[src/rtl/dex_hazard_ctl.sv]
// Purpose: RAW interlock, redirect squash and HALT drain control in front of the D/EX register.
// Latency: outputs are combinational from the decode slot and the registered scoreboard; state updates on each clk edge.
// Backpressure: a hazard drops fd_en and bubbles D/EX until no producer sits in a hazard slot; HALT freezes the front end.
module dex_hazard_ctl #(
    parameter int DEPTH     = 3,
    parameter int RF_BYPASS = 1,
    parameter int CNT_W     = 16
) (
    input  logic             clk,
    input  logic             rst,
    input  logic             d_valid,
    input  logic             d_rs_used,
    input  logic [2:0]       d_rs,
    input  logic             d_rt_used,
    input  logic [2:0]       d_rt,
    input  logic             d_rd_we,
    input  logic [2:0]       d_rd,
    input  logic             d_halt,
    input  logic             ex_pc_sel,
    output logic             fd_en,
    output logic             fd_flush,
    output logic             dex_bubble,
    output logic             halted,
    output logic             drained,
    output logic [CNT_W-1:0] stall_cnt
);

    // With a write-before-read register file the oldest slot is already visible to decode.
    localparam int HZ_SLOTS = DEPTH - RF_BYPASS;

    logic [DEPTH-1:0] sb_v;
    logic [2:0]       sb_rd [DEPTH];

    logic hit_rs;
    logic hit_rt;
    logic any_v;
    logic flush;
    logic stall;
    logic issue;

    // Scoreboard lookup: match each source against in-flight writers in the hazard window.
    always_comb begin
        hit_rs = 1'b0;
        hit_rt = 1'b0;
        any_v  = 1'b0;
        for (int i = 0; i < DEPTH; i++) begin
            if (i < HZ_SLOTS) begin
                if (sb_v[i] && (sb_rd[i] == d_rs)) hit_rs = 1'b1;
                if (sb_v[i] && (sb_rd[i] == d_rt)) hit_rt = 1'b1;
            end
            any_v = any_v | sb_v[i];
        end
    end

    // Issue decision; while reset is held the front end is left free-running and nothing is bubbled.
    always_comb begin
        flush      = rst & ex_pc_sel;
        stall      = rst & d_valid & ~flush & ~halted &
                     ((d_rs_used & hit_rs) | (d_rt_used & hit_rt));
        issue      = rst & d_valid & ~stall & ~flush & ~halted;
        dex_bubble = rst & ~issue;
        fd_en      = ~rst | (~stall & ~halted & ~(issue & d_halt));
        fd_flush   = flush;
        drained    = halted & ~any_v;
    end

    // Shift scoreboard: a new writer enters the EX slot, the oldest one retires.
    always_ff @(posedge clk or negedge rst) begin
        if (!rst) begin
            sb_v <= '0;
            for (int i = 0; i < DEPTH; i++) sb_rd[i] <= 3'd0;
        end else begin
            sb_v[0]  <= issue & d_rd_we;
            sb_rd[0] <= d_rd;
            for (int i = 1; i < DEPTH; i++) begin
                sb_v[i]  <= sb_v[i-1];
                sb_rd[i] <= sb_rd[i-1];
            end
        end
    end

    // HALT is sticky once it leaves decode; only reset releases the front end.
    always_ff @(posedge clk or negedge rst) begin
        if (!rst) begin
            halted <= 1'b0;
        end else if (issue && d_halt) begin
            halted <= 1'b1;
        end
    end

    // Saturating count of RAW stall cycles; flushed or empty slots never count.
    always_ff @(posedge clk or negedge rst) begin
        if (!rst) begin
            stall_cnt <= '0;
        end else if (stall && (stall_cnt != {CNT_W{1'b1}})) begin
            stall_cnt <= stall_cnt + {{(CNT_W-1){1'b0}}, 1'b1};
        end
    end

endmodule

[config.mk]
export PLATFORM = sky130hd
export DESIGN_NAME = dex_hazard_ctl
export DESIGN_NICKNAME = d
export VERILOG_FILES = /design/src/rtl/dex_hazard_ctl.sv
export SDC_FILE = /design/constraint.sdc
export NUM_CORES = 1
export LEC_CHECK = 0
export ABC_AREA = 1
export CAP_MARGIN = 5
export CORE_MARGIN = 8
export CORE_UTILIZATION = 44
export CTS_CLUSTER_SIZE = 25
export DETAILED_ROUTE_END_ITERATION = 7
export GPL_ROUTABILITY_DRIVEN = 0
export GPL_TIMING_DRIVEN = 0
export PLACE_DENSITY_LB_ADDON = 0.08
export SYNTH_ARGS = -nofsm -noshare
export SYNTH_HDL_FRONTEND = slang
export SYNTH_SLANG_ARGS = --single-unit
[constraint.sdc]
create_clock -name clk -period 4.11 [get_ports clk]
set_input_delay 0.822 -clock clk [delete_from_list [all_inputs] [get_ports clk]]
set_output_delay 0.822 -clock clk [all_outputs]
set_load 0.05 [all_outputs]
==> summary.md <==
| Metric | Value |
|---|---|
| Overflow after GRT | 0 |
| Routed Antenna Nets | 0 |
| Area leader, netlist | dfrtp_1 |
| Fin. Hold Viols | 0 |
| 1st-pass router iterations | 4 |
| Crit path cell chain | clkdlybuf4s50_1 -> inv_1 -> nand2_1 -> nand2_1 -> nor2_1 -> nand2_1 -> nand2_1 -> nand2_1 -> nand2_2 -> inv_1 -> nand3_1 -> nand2_1 -> nand2_1 -> clkdlybuf4s50_1 |
| Dpl hpwl | 2.65 mm |
| F_max | 262 MHz |
| Cell count after placement | 295 |
| Core area | 0.00363 mm^2 |
| Fin. max-slew vios | 0 |
| Vias per inst | 4.46 |
| Ys Warns | 0 |
| Postcts setup bufs | 0 |
| Min Tclk post-route | 3.82 ns |
| Vias | 1335 |
| P_leak | 0.938 nW |
| WL/cell | 11.6 um |
| Worst setup path class | in -> out |
| Die width | 77.2 um |
| Most used DFF post-synth | dfrtp_1 |
| DIE AREA | 0.00595 mm^2 |
| Slew headroom | 0.528 |
| Hold WC Path Type | reg -> reg |
| RSZ-0062 raised after global routing | no |
| CTS Buf Count | 3 |
| Overall routing resource usage | 0.121 |
| Synth Register Bits | 26 |
| Sequential area share after synthesis | 0.395 |
| Area growth, synth to finish | 29.6% |
| Effective utilization at floorplan | 0.453 |
| H-tree depth | 1 |
| CTS tree | yes |
| CP Launch Type | input pin |
| Clock Skews | 0.00202 ns |
| Clk buf depth | 2 |
| Commonest cells in the netlist | nand2_1, inv_1, dfrtp_1 |
| Most common cell in the synthesized netlist | nand2_1 |
| Mean Syn Cell Area | 7.83 um^2 |
| Setup WS post-layout | 0.287 ns |
| Max stage delay on crit path | 0.83 ns |
| Clock sinks | 26 |
| CP required | 3.29 ns |
| Ports | 38 |
| Number of port buffers | 37 |
| Pin count of the biggest net entering global routing | 31 |
| Crit share post-route | 0.930 |
| DR iter-0 viols | 34 |
| Count of final setup violators | 0 |
| Maximum vdd drop | 0.000118 V |
| Diodes inserted | 0 |
| Area share of the largest cell type after synthesis | 0.395 |
| Clock-pin slew on the worst setup and hold paths | 0.09 ns |
| Vias in the first global route | 1341 |
| Total chip power | 0.000472 W |
| Library cells used by synthesis | 23 |
| Post-placement setup slack | -0.540 ns |
| Share of layout cells above drive strength 1 | 0.163 |
| Fill count | 352 |
| Final net count | 270 |
| Power Density | 221 mW/mm^2 |
| First-pass GRT wire length | 6.11 mm |
| Max cap viols | 0 |
| Status | finished, final reports clean |
| Area contributors post-synth | dfrtp_1, nand2_1, o21ai_2 |
| Cell count after synthesis | 210 |
| Most common cell on crit path | nand2_1 |
| Slew of the pin with the lowest slew margin | 0.709 ns |
| Skew-Pair Late Insertion Delay | 0.26 ns |
| Synthesized net count | 228 |
| Hold buffers post-CTS | 0 |
| Crit. End Element | output pin |
| CP Max Fanout | 4 |
| DRC viols | 0 |
| Arrival @ worst endpoint | 3.00 ns |
| Final wirelength | 3.46 mm |
| Clock Tree Root | clkbuf_8 |
| Finished Layout Cells | 299 |
| Mapped cell area | 0.00165 mm^2 |
| Initial antenna violation count | 0 |
| EDFF count, synth | 0 |
| Slowest CP cell | clkdlybuf4s50_1 |
| Rows | 22 |
| Die Y | 77.2 um |
| Post-synth ARST share | 1.00 |
[cell usage in the layout (no fill, tap or decap), types with 2 or more instances in the layout]
master / instances
o21ai_2: 15
clkdlybuf4s50_1: 36
nor2_1: 21
buf_12: 2
nor3_2: 2
xor2_1: 5
inv_1: 31
nand3_1: 7
nand2_1: 70
xnor2_1: 9
nor2_4: 2
clkbuf_8: 4
nand2_2: 9
dfrtp_1: 26
[where the power goes]
group	leakage, nW	switching [W]	internal, W
combinational	0.565	0.0000241	0.0000213
sequential	0.344	0.00000286	0.000259
clock	0.0288	0.0000793	0.0000855
total	0.938	0.000106	0.000365
[critical path: cells and delay by family]
family / cells / cell delay [ns]
buffers and inverters: 4 / 1.48
AND/OR/NAND/NOR: 10 / 0.70
[through the flow]
stage | instance area (um^2) | utilization | TNS (ns) | hold slack [ns]
2_1_floorplan | 1650 | - | 0 | 0.395
3_3_place_gp | 2080 | 0.571 | -1.02 | 0.407
3_5_place_dp | 2080 | 0.571 | -1.01 | 0.413
4_1_cts | 2130 | 0.587 | 0 | 0.435
5_1_grt | 2130 | 0.587 | 0 | 0.470
6_report | 2130 | 0.587 | 0 | 0.430
[metal layers]
metal / track usage / part of all wire / vias up
met4: 0.0283 / 0.0055 / 0
met2: 0.201 / 0.49 / 20
li1: - / - / 715
met1: 0.154 / 0.46 / 598
met5: 0 / 0 / -
met3: 0.0256 / 0.045 / 2
[flip-flops by register name, indices dropped and copies added (netlist names)]
signal     cells
halted         1
stall_cnt     16
sb_rd          6
sb_v           3
[cell type report]
cell class              count  area, um^2  share of cell area
clock buffers               4        55.1              0.0258
well taps                  48        60.1              0.0282
multi-input cells         149         820               0.384
plain buffers               3        55.1              0.0258
inverters                  32         120              0.0563
flip-flops and latches     26         651               0.305
repair buffers             37         372               0.174
[worst paths after layout]
kind	from	endpoint	slack, ns	depth (start not counted)
min in group asynchronous	rst	stall_cnt[4]	0.69	1
worst max-delay path	d_rt[0]	fd_en	0.29	14
max in group asynchronous	rst	halted	2.97	1
worst max register to register	stall_cnt[0]	stall_cnt[2]	2.38	10
worst min-delay path	sb_rd[8]	sb_rd[5]	0.43	0
worst min register to register	sb_rd[8]	sb_rd[5]	0.43	0
[timing repair]
action                     in CTS  in global routing
setup endpoints to repair       2                  0
hold endpoints to repair        0                  0
resized for setup               3                  0
[kinds of logic after synthesis]
logic type      after synthesis  share of synthesized area
simple gates                118                      0.333
buf+inv                      35                      0.106
flops                        26                      0.395
compound gates               16                     0.0829
xor+xnor                     14                     0.0745
fa+ha+maj                     1                    0.00760
Note: power is estimated with default switching activity, not from simulation.
